### src/rtl/remote_cmd_link_pkg.sv
// Shared definitions for the host-side Knight robot command link.
// Holds the response/opcode constants, the FSM state types and the UART framing helper.
package remote_cmd_link_pkg;

    localparam logic [7:0]  ACK      = 8'hA5;
    localparam logic [15:0] CAL_GYRO = 16'h2000;

    typedef enum logic [1:0] {
        SND_IDLE = 2'd0,
        SND_HI   = 2'd1,
        SND_LO   = 2'd2
    } snd_state_e;

    typedef enum logic {
        TX_IDLE = 1'b0,
        TX_BUSY = 1'b1
    } tx_state_e;

    typedef enum logic {
        RX_IDLE = 1'b0,
        RX_BUSY = 1'b1
    } rx_state_e;

    // 8N1 frame, transmitted from bit 0: start(0), data LSB first, stop(1)
    function automatic logic [9:0] uart_frame(input logic [7:0] data);
        return {1'b1, data, 1'b0};
    endfunction

endpackage

### src/rtl/remote_cmd_link_uart_xcvr.sv
// Full-duplex 8N1 byte transceiver sharing one BAUD_DIV setting for both directions.
// tx_done/rdy/rx_start are single-cycle strobes derived from registered state only.
module uart_xcvr
    import remote_cmd_link_pkg::*;
#(
    parameter int BAUD_DIV = 434
) (
    input  logic       clk,
    input  logic       rst,
    input  logic       trmt,
    input  logic [7:0] tx_data,
    output logic       tx,
    output logic       tx_done,
    input  logic       rx,
    output logic [7:0] rx_data,
    output logic       rdy,
    output logic       rx_start
);

    localparam int            CW         = $clog2(BAUD_DIV);
    localparam logic [CW-1:0] BAUD_TC    = CW'(BAUD_DIV - 1);
    localparam logic [CW-1:0] BAUD_HALF  = CW'(BAUD_DIV / 2);
    localparam logic [CW-1:0] BAUD_ZERO  = CW'(0);
    localparam logic [CW-1:0] BAUD_ONE   = CW'(1);
    localparam logic [3:0]    LAST_BIT   = 4'd9;

    tx_state_e      tx_state_q, tx_state_d;
    logic [CW-1:0]  tx_baud_q,  tx_baud_d;
    logic [3:0]     tx_bit_q,   tx_bit_d;
    logic [8:0]     tx_shift_q, tx_shift_d;
    logic           tx_q,       tx_d;
    logic           tx_tc_s;
    logic           tx_last_s;
    logic           tx_load_s;
    logic [9:0]     tx_frame_s;

    rx_state_e      rx_state_q, rx_state_d;
    logic [CW-1:0]  rx_baud_q,  rx_baud_d;
    logic [3:0]     rx_bit_q,   rx_bit_d;
    logic [7:0]     rx_shift_q, rx_shift_d;
    logic           rx_meta_q,  rx_meta_d;
    logic           rx_sync_q,  rx_sync_d;
    logic           rx_prev_q,  rx_prev_d;
    logic           rx_tc_s;
    logic           rx_start_s;
    logic           rx_done_s;

    // Strobes kept as continuous assigns so the top's send FSM can close the
    // back-to-back reload path without a combinational feedback through a process.
    assign tx_tc_s    = (tx_baud_q == BAUD_TC);
    assign tx_last_s  = (tx_state_q == TX_BUSY) && tx_tc_s && (tx_bit_q == LAST_BIT);
    assign tx_load_s  = trmt && ((tx_state_q == TX_IDLE) || tx_last_s);
    assign tx_frame_s = uart_frame(tx_data);

    assign rx_tc_s    = (rx_baud_q == BAUD_TC);
    assign rx_start_s = (rx_state_q == RX_IDLE) && rx_prev_q && !rx_sync_q;
    assign rx_done_s  = (rx_state_q == RX_BUSY) && rx_tc_s && (rx_bit_q == LAST_BIT);

    assign tx       = tx_q;
    assign tx_done  = tx_last_s;
    assign rx_data  = rx_shift_q;
    assign rdy      = rx_done_s;
    assign rx_start = rx_start_s;

    // Transmit path: load a frame (also straight out of a finishing stop bit), then shift per baud period
    always_comb begin
        tx_state_d = tx_state_q;
        tx_baud_d  = tx_baud_q;
        tx_bit_d   = tx_bit_q;
        tx_shift_d = tx_shift_q;
        tx_d       = tx_q;
        if (tx_load_s) begin
            tx_state_d = TX_BUSY;
            tx_baud_d  = BAUD_ZERO;
            tx_bit_d   = 4'd0;
            tx_d       = tx_frame_s[0];
            tx_shift_d = tx_frame_s[9:1];
        end else begin
            case (tx_state_q)
                TX_IDLE: begin
                    tx_baud_d = BAUD_ZERO;
                    tx_bit_d  = 4'd0;
                    tx_d      = 1'b1;
                end
                TX_BUSY: begin
                    if (tx_tc_s) begin
                        tx_baud_d = BAUD_ZERO;
                        if (tx_bit_q == LAST_BIT) begin
                            tx_state_d = TX_IDLE;
                            tx_bit_d   = 4'd0;
                            tx_d       = 1'b1;
                        end else begin
                            tx_bit_d   = tx_bit_q + 4'd1;
                            tx_d       = tx_shift_q[0];
                            tx_shift_d = {1'b1, tx_shift_q[8:1]};
                        end
                    end else begin
                        tx_baud_d = tx_baud_q + BAUD_ONE;
                    end
                end
                default: begin
                    tx_state_d = TX_IDLE;
                    tx_baud_d  = BAUD_ZERO;
                    tx_bit_d   = 4'd0;
                    tx_d       = 1'b1;
                end
            endcase
        end
    end

    // Receive path: double-flop RX, then sample mid-bit starting half a period after the start edge
    always_comb begin
        rx_meta_d  = rx;
        rx_sync_d  = rx_meta_q;
        rx_prev_d  = rx_sync_q;
        rx_state_d = rx_state_q;
        rx_baud_d  = rx_baud_q;
        rx_bit_d   = rx_bit_q;
        rx_shift_d = rx_shift_q;
        case (rx_state_q)
            RX_IDLE: begin
                if (rx_start_s) begin
                    rx_state_d = RX_BUSY;
                    rx_baud_d  = BAUD_HALF;
                    rx_bit_d   = 4'd0;
                end else begin
                    rx_baud_d  = BAUD_ZERO;
                    rx_bit_d   = 4'd0;
                end
            end
            RX_BUSY: begin
                if (rx_tc_s) begin
                    rx_baud_d = BAUD_ZERO;
                    if (rx_bit_q == LAST_BIT) begin
                        rx_state_d = RX_IDLE;
                        rx_bit_d   = 4'd0;
                    end else if (rx_bit_q == 4'd0) begin
                        rx_bit_d   = 4'd1;
                    end else begin
                        rx_bit_d   = rx_bit_q + 4'd1;
                        rx_shift_d = {rx_sync_q, rx_shift_q[7:1]};
                    end
                end else begin
                    rx_baud_d = rx_baud_q + BAUD_ONE;
                end
            end
            default: begin
                rx_state_d = RX_IDLE;
                rx_baud_d  = BAUD_ZERO;
                rx_bit_d   = 4'd0;
            end
        endcase
    end

    // State registers for both directions; synchronizer resets to the idle-high line level
    always_ff @(posedge clk) begin
        if (rst) begin
            tx_state_q <= TX_IDLE;
            tx_baud_q  <= BAUD_ZERO;
            tx_bit_q   <= 4'd0;
            tx_shift_q <= 9'h1FF;
            tx_q       <= 1'b1;
            rx_state_q <= RX_IDLE;
            rx_baud_q  <= BAUD_ZERO;
            rx_bit_q   <= 4'd0;
            rx_shift_q <= 8'h00;
            rx_meta_q  <= 1'b1;
            rx_sync_q  <= 1'b1;
            rx_prev_q  <= 1'b1;
        end else begin
            tx_state_q <= tx_state_d;
            tx_baud_q  <= tx_baud_d;
            tx_bit_q   <= tx_bit_d;
            tx_shift_q <= tx_shift_d;
            tx_q       <= tx_d;
            rx_state_q <= rx_state_d;
            rx_baud_q  <= rx_baud_d;
            rx_bit_q   <= rx_bit_d;
            rx_shift_q <= rx_shift_d;
            rx_meta_q  <= rx_meta_d;
            rx_sync_q  <= rx_sync_d;
            rx_prev_q  <= rx_prev_d;
        end
    end

endmodule

### src/rtl/remote_cmd_link.sv
// Host-side remote-control link: sends a 16-bit command as two back-to-back UART bytes
// (high byte first) and captures the robot's single response byte.
module remote_cmd_link
    import remote_cmd_link_pkg::*;
#(
    parameter int BAUD_DIV = 434
) (
    input  logic        clk,
    input  logic        rst,
    input  logic        RX,
    output logic        TX,
    input  logic [15:0] cmd,
    input  logic        snd_cmd,
    output logic        cmd_snt,
    output logic        resp_rdy,
    output logic [7:0]  resp
);

    snd_state_e  snd_state_q, snd_state_d;
    logic [7:0]  lo_byte_q,   lo_byte_d;
    logic        cmd_snt_q,   cmd_snt_d;
    logic        resp_rdy_q,  resp_rdy_d;
    logic [7:0]  resp_q,      resp_d;

    logic        trmt_s;
    logic [7:0]  tx_data_s;
    logic        accept_s;
    logic        tx_done_s;
    logic        rx_rdy_s;
    logic        rx_start_s;
    logic [7:0]  rx_data_s;

    uart_xcvr #(
        .BAUD_DIV (BAUD_DIV)
    ) u_xcvr (
        .clk      (clk),
        .rst      (rst),
        .trmt     (trmt_s),
        .tx_data  (tx_data_s),
        .tx       (TX),
        .tx_done  (tx_done_s),
        .rx       (RX),
        .rx_data  (rx_data_s),
        .rdy      (rx_rdy_s),
        .rx_start (rx_start_s)
    );

    // Two-byte send sequencer; the low byte is reloaded on the high byte's done strobe so no idle gap appears
    always_comb begin
        snd_state_d = snd_state_q;
        lo_byte_d   = lo_byte_q;
        cmd_snt_d   = cmd_snt_q;
        trmt_s      = 1'b0;
        tx_data_s   = lo_byte_q;
        accept_s    = 1'b0;
        case (snd_state_q)
            SND_IDLE: begin
                if (snd_cmd) begin
                    accept_s    = 1'b1;
                    trmt_s      = 1'b1;
                    tx_data_s   = cmd[15:8];
                    lo_byte_d   = cmd[7:0];
                    cmd_snt_d   = 1'b0;
                    snd_state_d = SND_HI;
                end else begin
                    snd_state_d = SND_IDLE;
                end
            end
            SND_HI: begin
                if (tx_done_s) begin
                    trmt_s      = 1'b1;
                    tx_data_s   = lo_byte_q;
                    snd_state_d = SND_LO;
                end else begin
                    snd_state_d = SND_HI;
                end
            end
            SND_LO: begin
                if (tx_done_s) begin
                    cmd_snt_d   = 1'b1;
                    snd_state_d = SND_IDLE;
                end else begin
                    snd_state_d = SND_LO;
                end
            end
            default: begin
                snd_state_d = SND_IDLE;
            end
        endcase
    end

    // Response flag: a completed byte sets it and takes priority over any same-cycle clear
    always_comb begin
        resp_rdy_d = resp_rdy_q;
        resp_d     = resp_q;
        if (rx_rdy_s) begin
            resp_rdy_d = 1'b1;
            resp_d     = rx_data_s;
        end else if (accept_s || rx_start_s) begin
            resp_rdy_d = 1'b0;
        end else begin
            resp_rdy_d = resp_rdy_q;
        end
    end

    // Sequencer and host-visible status registers
    always_ff @(posedge clk) begin
        if (rst) begin
            snd_state_q <= SND_IDLE;
            lo_byte_q   <= 8'h00;
            cmd_snt_q   <= 1'b0;
            resp_rdy_q  <= 1'b0;
            resp_q      <= 8'h00;
        end else begin
            snd_state_q <= snd_state_d;
            lo_byte_q   <= lo_byte_d;
            cmd_snt_q   <= cmd_snt_d;
            resp_rdy_q  <= resp_rdy_d;
            resp_q      <= resp_d;
        end
    end

    assign cmd_snt  = cmd_snt_q;
    assign resp_rdy = resp_rdy_q;
    assign resp     = resp_q;

endmodule

### config.mk
export PLATFORM = sky130hd
export DESIGN_NAME = remote_cmd_link
export DESIGN_NICKNAME = d
export VERILOG_FILES = /design/src/rtl/remote_cmd_link_pkg.sv /design/src/rtl/remote_cmd_link_uart_xcvr.sv /design/src/rtl/remote_cmd_link.sv
export SDC_FILE = /design/constraint.sdc
export NUM_CORES = 1
export LEC_CHECK = 0
export ABC_AREA = 1
export CAP_MARGIN = 15
export CORE_MARGIN = 2
export CORE_UTILIZATION = 56
export DETAILED_ROUTE_END_ITERATION = 10
export PLACE_DENSITY_LB_ADDON = 0.12
export SYNTH_ARGS = -nofsm -noshare
export SYNTH_HDL_FRONTEND = slang
export SYNTH_SLANG_ARGS = --single-unit
### constraint.sdc
create_clock -name clk -period 2.1 [get_ports clk]
set_input_delay 0.42 -clock clk [delete_from_list [all_inputs] [get_ports clk]]
set_output_delay 0.42 -clock clk [all_outputs]
set_load 0.05 [all_outputs]
* Yosys cells after proc, flatten, opt, wreduce, memory -nomap -nowiden *
Index checks and enable logic that the tools add are counted.

word-level totals
  register bits after elaboration = 68
  input port bits = 20
  output and inout port bits = 11

operators by class
  add/subtract/negate cells = 4
  eq/ne operators = 12
  multiplexer cells = 43
  bitwise logic cells = 4
  reduce and logical (&&, ||, !) cells = 21

operators with widths
  cell                                           count
  two-way mux 8 bit                              7
  case mux 9 bit (2 select lines)                2
  two-way mux 4 bit                              5
  adder 9 x 1 -> 9 bit, second input constant    2
  == test 9 bit, second input constant           2
  two-way mux 1 bit                              18
  two-way mux 9 bit                              2
  case mux 4 bit (2 select lines)                2
  adder 4 x 1 -> 4 bit, second input constant    2
  == test 4 bit, second input constant           2
  case mux 1 bit (2 select lines)                4
  nonzero test 2 bit                             4
  logical AND 1 bit                              7
  != test 2 bit, second input constant           3
  case mux 2 bit (3 select lines)                1
  AND reduction 3 bit                            2
  logical NOT 4 bit                              1
  two-way mux 2 bit                              2
  != test 2 x 1 -> 1 bit, second input constant  2
  NOT 1 bit                                      4
  AND reduction 4 bit                            1
  != test 3 bit, second input constant           1
  == test 2 x 1 -> 1 bit, second input constant  1
  == test 2 bit, second input constant           1
  other kinds (5)                                6

* Depth between registers and ports, before layout *
Gate-level depths: netlist of run 1.

  depth in word-level cells = 8
  mapped depth = 13
  depth with buffers taken out = 12

* Hierarchy *
Synthesis of run 1 repeated with hierarchy kept, for this count alone.

second synthesis, totals
  cell total of the unflattened synthesis = 432
  area total of the unflattened synthesis = 3,210.6 sq um

by module, submodules not included
  module           times used  cells each  area each (sq um)
  uart_xcvr        1           322         2,352.3
  remote_cmd_link  1           110         858.3

* Worst setup path after synthesis of run 1 *
No wires, ideal clock.

  kind = register to register
  from = register u_xcvr.tx_bit_q[0]
  to = register u_xcvr.tx_shift_q[0]
  setup time = 134 ps
  arrival = 1,421 ps
  data required time = 1,966 ps
  slack = 545 ps
  stages on the path, launching flop included = 10
  path buffers = 1
  cells stage by stage = dfxtp_1 -> ha_1 -> nand2_1 -> nor2_1 -> nand2_1 -> nand2_2 -> nand2_4 -> buf_6 -> nand3_1 -> nand3_1

between the ends
  longest elaborated chain between the ends = 7
  elaborated cells between the ends (all ways) = 11

ends and longest elaborated chain
  item                                                                           RTL line                                                          RTL
  from (decl)                                                                    remote_cmd_link_uart_xcvr.sv:29                                   logic [3:0] tx_bit_q, tx_bit_d;
  from (signal assigned)                                                         remote_cmd_link_uart_xcvr.sv:173                                  tx_bit_q <= tx_bit_d;
  == test 4 bit (*)                                                              remote_cmd_link_uart_xcvr.sv:51, remote_cmd_link_uart_xcvr.sv:88
  logical AND 1 bit                                                              remote_cmd_link_uart_xcvr.sv:51                                   assign tx_last_s = (tx_state_q == TX_BUSY) && tx_tc_s && (tx_bit_q == LAST_BIT);
  two-way mux 1 bit                                                              remote_cmd_link.sv:70                                             if (tx_done_s) begin
  case mux 1 bit (2 select lines)                                                remote_cmd_link.sv:56                                             case (snd_state_q)
  logical AND 1 bit                                                              remote_cmd_link_uart_xcvr.sv:52                                   assign tx_load_s = trmt && ((tx_state_q == TX_IDLE) || tx_last_s);
  != test 2 x 1 -> 1 bit (no source line) or nonzero test 2 bit (tied branches)  --
  AND reduction 3 bit (no source line)                                           --
  to (signal assigned)                                                           remote_cmd_link_uart_xcvr.sv:174                                  tx_shift_q <= tx_shift_d;
  to (decl)                                                                      remote_cmd_link_uart_xcvr.sv:30                                   logic [8:0] tx_shift_q, tx_shift_d;

Every way passes the cells marked *; elsewhere a longest branch is shown, timed or not.
A chain may end at the register's enable or synchronous reset.

* Final worst setup path of run 1 *
  from = register resp_rdy_q (netlist: resp_rdy)
  to = output resp_rdy

RTL lines
  item                    RTL line                RTL
  from (decl)             remote_cmd_link.sv:22   logic resp_rdy_q, resp_rdy_d;
  from (signal assigned)  remote_cmd_link.sv:118  resp_rdy_q <= resp_rdy_d;
  to (decl)               remote_cmd_link.sv:15   output logic resp_rdy,

No word-level cell between the ends.

==> results.md, run 1 <==
* Status: finished, final reports clean
* Slew Limit Fails at 0
* Count of boundary I/O pins at 31
* Number of max-cap violations at 0
* Final period utilization at 92.17%
* Count of hold buffers inserted by post-cts repair at 0
* Worst endpoint data arrival time at 1520 ps
* Dominant cells by area after synthesis: sky130_fd_sc_hd__dfxtp_1, sky130_fd_sc_hd__nand2_1, sky130_fd_sc_hd__nor2_1
* Most numerous cell in the Yosys netlist: sky130_fd_sc_hd__dfxtp_1
* Post-CTS Setup Inserts at 0
* Cell at the root of the clock tree: sky130_fd_sc_hd__clkbuf_8
* Clock latency reported for the late side of the worst-skew pair at 340 ps
* RSZ-0062 raised after global routing: no
* Startpoint class of the critical path: register
* Global-route wire length before repair at 10730 um
* Routed Wire Length at 6102 um
* Worst-case reg-to-reg path depth at 10
* Count of state elements after synthesis at 68
* Proportion of register bits with asynchronous set or reset after synthesis at 0%
* Via density at 4.996
* Largest net degree at the start of global routing at 24
* Initial core utilization at 58.45%
* Worst-case vdd ir drop at 0.4384 mV
* Routability cong. at 0.8436
* Worst hold path depth at 1
* Buffers and inverters on the worst path at 1
* Global Route Usage Sum at 22.41%
* Worst-case setup margin in the final layout at 164.5 ps
* Worst Hold Margin at 437.5 ps
* Critical-path cell list: clkdlybuf4s50_1
* Port Buffers at 30
* Y dimension of the die at 77.24 um
* Startpoint of the worst setup timing path: resp_rdy
* Dpl ws at 265.1 ps
* Cell taking the most area after synthesis: sky130_fd_sc_hd__dfxtp_1
* Diodes inserted at 0
* Highest attainable clock frequency at 516.7 MHz
* Number of nets in the finished design at 473
* Detailed-routing iteration count for the pre-antenna-repair pass at 4
* Area growth from synthesis to final layout at 20.78%
* Standard cell core area at 5140 um2
* Syn_nets at 433
* Max Fanout on Critical Path at 2
* Antenna violations before repair at 0
* Min Tclk post-route at 1936 ps
* Tightest slew margin relative to the limit at 66.07%
* Clock buffer depth at 2
* Yosys synthesis warning count at 0
* Launching point of the worst reg2reg path: u_xcvr.tx_baud_q[0]
* Number of enable flip-flop cells after synthesis at 0
* Share of Yosys cell area claimed by the top area cell type at 45.31%
* Violation count after the first detailed-route iteration at 128
* Max H-tree Level at 3
* Register clock-pin slew on the reported worst setup and hold paths at 80 ps
* Final setup TNS at 0 ps
* TritonCTS clock tree: built
* Design area at 3628 um2
* Hold/Removal Path Class: register to register
* Cts bufs inserted at 9
* WL/cell at 11.76 um
* Fraction of final layout cells with drive strength greater than 1 at 9.800%
* Overall die width at 77.24 um
* Seq/Total Area, Yosys at 45.31%
* Worst reg-to-reg setup slack at 290 ps
* Netlist cell types at 32
* Synthesized area per cell at 7.436 um2
* Number of cells on the critical path at 1
* Worst flop-to-flop path endpoint: u_xcvr.tx_bit_q[1]
* Number of instances in the synthesized netlist at 404
* Resized cells post-CTS at 0
* Standard-cell rows at 26
* Largest incremental delay on the critical path at 810 ps
* Worst path slowest cell: sky130_fd_sc_hd__clkdlybuf4s50_1
* TritonCTS Sinks at 68
* Ys flop type: sky130_fd_sc_hd__dfxtp_1
* List of most frequent post-synthesis cells: sky130_fd_sc_hd__dfxtp_1, sky130_fd_sc_hd__nand2_1, sky130_fd_sc_hd__nor2_1, sky130_fd_sc_hd__inv_1, sky130_fd_sc_hd__nand3_1
* Final setup fails at 0
* Power per cell area at 754.5 nW/um2
* Antenna Violating Nets Remaining at 0
* HPWL after DPL at 4399 um
* Cell family contributing the most delay on the critical path: buffers and inverters
* Worst Tran Pin Value at 507.4 ps
* Total leakage power at 1.479 nW
* Final number of hold-violating endpoints at 0
* Die footprint at 5966 um2
* GR Overflow Total at 0
* Overall via count from detail_route at 2593
* Classification of the worst setup path: register to primary output
* Timing endpoint of the critical path: resp_rdy
* Placed Area at 3422 um2
* Vias in the first global route at 2451
* Sort of element at the end of the critical path: primary output
* Residual DRC count at 0
* Post-Route Skew at 9.786 ps
* Netlist Area Pre-Place at 3004 um2
* Required time of the critical path at 1680 ps
report_power, final:
part	internal, W	switching, W	leakage, nW
combinational	0.000108	0.000151	0.823
sequential	0.00133	0.0000284	0.553
clock	0.000589	0.000528	0.103
worst min path at each step:
stage | startpoint | endpoint
finish | u_xcvr.rx_meta_q | u_xcvr.rx_prev_d
detailed placement | u_xcvr.rx_meta_q | u_xcvr.rx_prev_d
global route | u_xcvr.rx_meta_q | u_xcvr.rx_prev_d
CTS | u_xcvr.rx_meta_q | u_xcvr.rx_prev_d
global placement | u_xcvr.rx_meta_q | u_xcvr.rx_prev_d
floorplan | u_xcvr.rx_meta_q | u_xcvr.rx_prev_d
registers in the layout, indices dropped and copies added (netlist names), 2 cells and up:
signal / count
u_xcvr.rx_data: 8
u_xcvr.rx_bit_q: 4
u_xcvr.tx_shift_q: 8
u_xcvr.tx_baud_q: 9
snd_state_q: 2
u_xcvr.tx_bit_q: 4
resp: 8
u_xcvr.rx_baud_q: 9
lo_byte_q: 8
cell type report:
| class | count | area, um2 |
|---|---|---|
| fill | 428 | 1511 |
| multi-input combinational | 279 | 1416 |
| sequential | 68 | 1361 |
| timing repair buffer | 39 | 380.4 |
| inverter | 47 | 176.4 |
| clock buffer | 10 | 137.6 |
| tap | 70 | 87.58 |
| clock inverter | 6 | 68.82 |
cells in the final DEF, fill, tap and decap left out, types with 2 or more instances in the layout:
| cell type | instances |
|---|---|
| sky130_fd_sc_hd__dfxtp_1 | 68 |
| sky130_fd_sc_hd__nand2_1 | 67 |
| sky130_fd_sc_hd__nor2_1 | 63 |
| sky130_fd_sc_hd__inv_1 | 46 |
| sky130_fd_sc_hd__nand3_1 | 42 |
| sky130_fd_sc_hd__a21oi_1 | 31 |
| sky130_fd_sc_hd__clkdlybuf4s50_1 | 30 |
| sky130_fd_sc_hd__o21ai_0 | 20 |
| sky130_fd_sc_hd__clkbuf_8 | 10 |
| sky130_fd_sc_hd__ha_1 | 9 |
| sky130_fd_sc_hd__buf_4 | 8 |
| sky130_fd_sc_hd__xor2_1 | 7 |
| sky130_fd_sc_hd__or2_2 | 7 |
| sky130_fd_sc_hd__nand4_1 | 4 |
| sky130_fd_sc_hd__nor3_1 | 4 |
| sky130_fd_sc_hd__nor2_4 | 3 |
| sky130_fd_sc_hd__nor3b_1 | 3 |
| sky130_fd_sc_hd__a31oi_1 | 3 |
| sky130_fd_sc_hd__nor3_2 | 2 |
| sky130_fd_sc_hd__nand3_2 | 2 |
| sky130_fd_sc_hd__nand2_2 | 2 |
| sky130_fd_sc_hd__o22ai_1 | 2 |
| sky130_fd_sc_hd__inv_6 | 2 |
through the flow:
stage	utilization, %	total power [W]	cells
global route	70.59	0.002854	519
finish	70.59	0.002738	519
CTS	70.59	0.002756	519
detailed placement	66.58	0.001647	503
global placement	66.58	0.001640	503
floorplan	-	0.001556	404
layer usage:
| metal | vias up | track usage (%) | share of wire, % |
|---|---|---|---|
| met3 | 11 | 4.941 | 3.9 |
| li1 | 1381 | - | - |
| met5 | - | 0 | 0 |
| met1 | 1150 | 26.52 | 45 |
| met2 | 51 | 38.26 | 49 |
| met4 | 0 | 10.89 | 2.0 |
logic make-up after synthesis:
| family | count (synthesis) | share of synthesized area (%) |
|---|---|---|
| fa+ha+maj | 9 | 3.749 |
| simple gates | 204 | 31.03 |
| flops | 68 | 45.31 |
| xor+xnor | 8 | 2.332 |
| compound gates | 58 | 10.04 |
| buf+inv | 57 | 7.538 |
(Power assumes the default switching activity.)
==> run 2: changes to the inputs <==
--- a/config.mk
+++ b/config.mk
@@ -7,7 +7,6 @@
 export LEC_CHECK = 0
 export ABC_AREA = 1
 export CAP_MARGIN = 15
-export CORE_MARGIN = 2
 export CORE_UTILIZATION = 56
 export DETAILED_ROUTE_END_ITERATION = 10
 export PLACE_DENSITY_LB_ADDON = 0.12
==> results.md, run 2 (synthesis gave the netlist of run 1 again) <==
* Worst hold path depth at 1 (unchanged)
* Registers with the most flip-flops: u_xcvr.rx_baud_q (9), u_xcvr.tx_baud_q (9)
* Worst endpoint data arrival time at 1500 ps (-20 ps)
* Hold/Removal Path Class: register to register
* Sort of element at the end of the critical path: primary output
* Antenna Violating Nets Remaining at 0 (unchanged)
* Initial core utilization at 58.45% (unchanged)
* Global-route wire length before repair at 9370 um (-13%)
* Total leakage power at 1.478 nW (about the same)
* Design Power at 0.002798 W (+2.2%)
* Placed Area at 3417 um2 (-0.15%)
* Dpl ws at 255.5 ps (-9.685 ps)
* GR Overflow Total at 0 (unchanged)
* WL/cell at 11.10 um (-5.6%)
* Standard-cell rows at 26 (unchanged)
* Launching point of the worst reg2reg path: u_xcvr.tx_baud_q[0]
* Design area at 3641 um2 (+0.34%)
* Worst path slowest cell: sky130_fd_sc_hd__clkdlybuf4s50_1
* Tightest slew margin relative to the limit at 65.81% (-0.25 points)
* Standard cell core area at 5140 um2 (unchanged)
* Cts bufs inserted at 9 (unchanged)
* Resized cells post-CTS at 0 (unchanged)
* Max H-tree Level at 3 (unchanged)
* Largest net degree at the start of global routing at 19 (-21%)
* TritonCTS Sinks at 68 (unchanged)
* Final setup TNS at 0 ps (unchanged)
* Status: finished, final reports clean
* Classification of the worst setup path: register to primary output
* Cell at the root of the clock tree: sky130_fd_sc_hd__clkbuf_8
* Global Route Usage Sum at 22.02% (-0.39 points)
* Final number of hold-violating endpoints at 0 (unchanged)
* Worst flop-to-flop path endpoint: u_xcvr.tx_bit_q[0]
* Post-CTS Setup Inserts at 0 (unchanged)
* Port Buffers at 30 (unchanged)
* Final period utilization at 91.56% (-0.61 points)
* Startpoint class of the critical path: register
* Vias in the first global route at 2253 (-8.1%)
* Fraction of final layout cells with drive strength greater than 1 at 10.00% (+0.20 points)
* Count of hold buffers inserted by post-cts repair at 0 (unchanged)
* Residual DRC count at 0 (unchanged)
* Min Tclk post-route at 1923 ps (-12.85 ps)
* Highest attainable clock frequency at 520.1 MHz (+0.67%)
* Clock latency reported for the late side of the worst-skew pair at 340 ps (about the same)
* Startpoint of the worst setup timing path: resp_rdy
* Count of boundary I/O pins at 31 (unchanged)
* Routability cong. at 0.8110 (-3.9%)
* Post-Route Skew at 8.351 ps (-1.434 ps)
* Largest incremental delay on the critical path at 810 ps (about the same)
* Worst-case reg-to-reg path depth at 10 (unchanged)
* Worst-case vdd ir drop at 0.5263 mV (+20%)
* Y dimension of the die at 75.24 um (-2.6%)
* Number of nets in the finished design at 474 (+0.21%)
* Detailed-routing iteration count for the pre-antenna-repair pass at 4 (unchanged)
* Leading cell types in the layout, fill and taps excluded: sky130_fd_sc_hd__dfxtp_1, sky130_fd_sc_hd__nand2_1, sky130_fd_sc_hd__nor2_1
* Violation count after the first detailed-route iteration at 74 (-42%)
* Max Fanout on Critical Path at 2 (unchanged)
* RSZ-0062 raised after global routing: no
* Power per cell area at 768.5 nW/um2 (+1.9%)
* Final setup fails at 0 (unchanged)
* Via density at 5.037 (+0.81%)
* TritonCTS clock tree: built
* Number of max-cap violations at 0 (unchanged)
* Diodes inserted at 0 (unchanged)
* Clock buffer depth at 2 (unchanged)
* Worst reg-to-reg setup slack at 350 ps (+60 ps)
* Cell family contributing the most delay on the critical path: buffers and inverters
* Required time of the critical path at 1680 ps (about the same)
* Die footprint at 5661 um2 (-5.1%)
* Register clock-pin slew on the reported worst setup and hold paths at 70 ps (about the same)
* Overall via count from detail_route at 2619 (+1.0%)
* Area growth from synthesis to final layout at 21.20%
* Antenna violations before repair at 0 (unchanged)
* Buffers and inverters on the worst path at 1 (unchanged)
* Most common cell after layout, fill and taps aside: sky130_fd_sc_hd__dfxtp_1
* Slew Limit Fails at 0 (unchanged)
* Routed Wire Length at 5771 um (-5.4%)
* Launch instance of the worst min-delay path: u_xcvr.rx_meta_q
* Number of cells on the critical path at 1 (unchanged)
* Overall die width at 75.24 um (-2.6%)
* Critical-path cell list: clkdlybuf4s50_1
* Worst-case setup margin in the final layout at 177.3 ps (+12.85 ps)
* Timing endpoint of the critical path: resp_rdy
* Worst Tran Pin Value at 511.2 ps (+3.801 ps)
* HPWL after DPL at 4270 um (-2.9%)
run 2: cell count changes in the layout (fill, tap and decap cells not counted):
cell and change:
sky130_fd_sc_hd__clkbuf_8 -1, sky130_fd_sc_hd__inv_6 -1, sky130_fd_sc_hd__clkinv_2 -1, sky130_fd_sc_hd__clkinvlp_4 +2, sky130_fd_sc_hd__bufinv_16 +1, sky130_fd_sc_hd__buf_12 -1
sky130_fd_sc_hd__buf_4 +2
run 2: metrics by stage:
step	util, %	instances	hold slack [ps]
2_1_floorplan	-	404	389.5
3_3_place_gp	66.48	504	392.8
3_5_place_dp	66.48	504	392.3
4_1_cts	70.84	520	409.6
5_1_grt	70.84	520	432.0
6_report	70.84	520	411.9
run 2: worst min-delay path by stage:
stage | end | slack (ps)
after global placement | u_xcvr.rx_prev_d | 390
after global routing | u_xcvr.rx_prev_d | 430
after CTS | u_xcvr.rx_prev_d | 410
final | u_xcvr.rx_prev_d | 410
after floorplan | u_xcvr.rx_prev_d | 390
after detailed placement | u_xcvr.rx_prev_d | 390
run 2: final cells by class:
cell class | count | area (um2)
inverter | 47 | 176.4
tap | 70 | 87.58
timing repair buffer | 40 | 375.4
fill | 426 | 1499
clock inverter | 7 | 100.1
multi-input combinational | 279 | 1416
clock buffer | 9 | 123.9
sequential | 68 | 1361
run 2: routing by layer:
layer  routed length (um)  track usage [%]  share of wire, %  up-vias
met4                   80            10.49               1.4        0
met5                    0                0                 0        -
met3                  159            4.953               2.8        7
met1                 2649            26.29                46     1192
li1                     -                -                 -     1387
met2                 2882            37.64                50       33
run 2: report_power, final:
part	internal [W]	switching, W	total, W
Sequential	0.00133	0.0000267	0.00136
Clock	0.000673	0.000511	0.00118
Combinational	0.000105	0.000148	0.000254
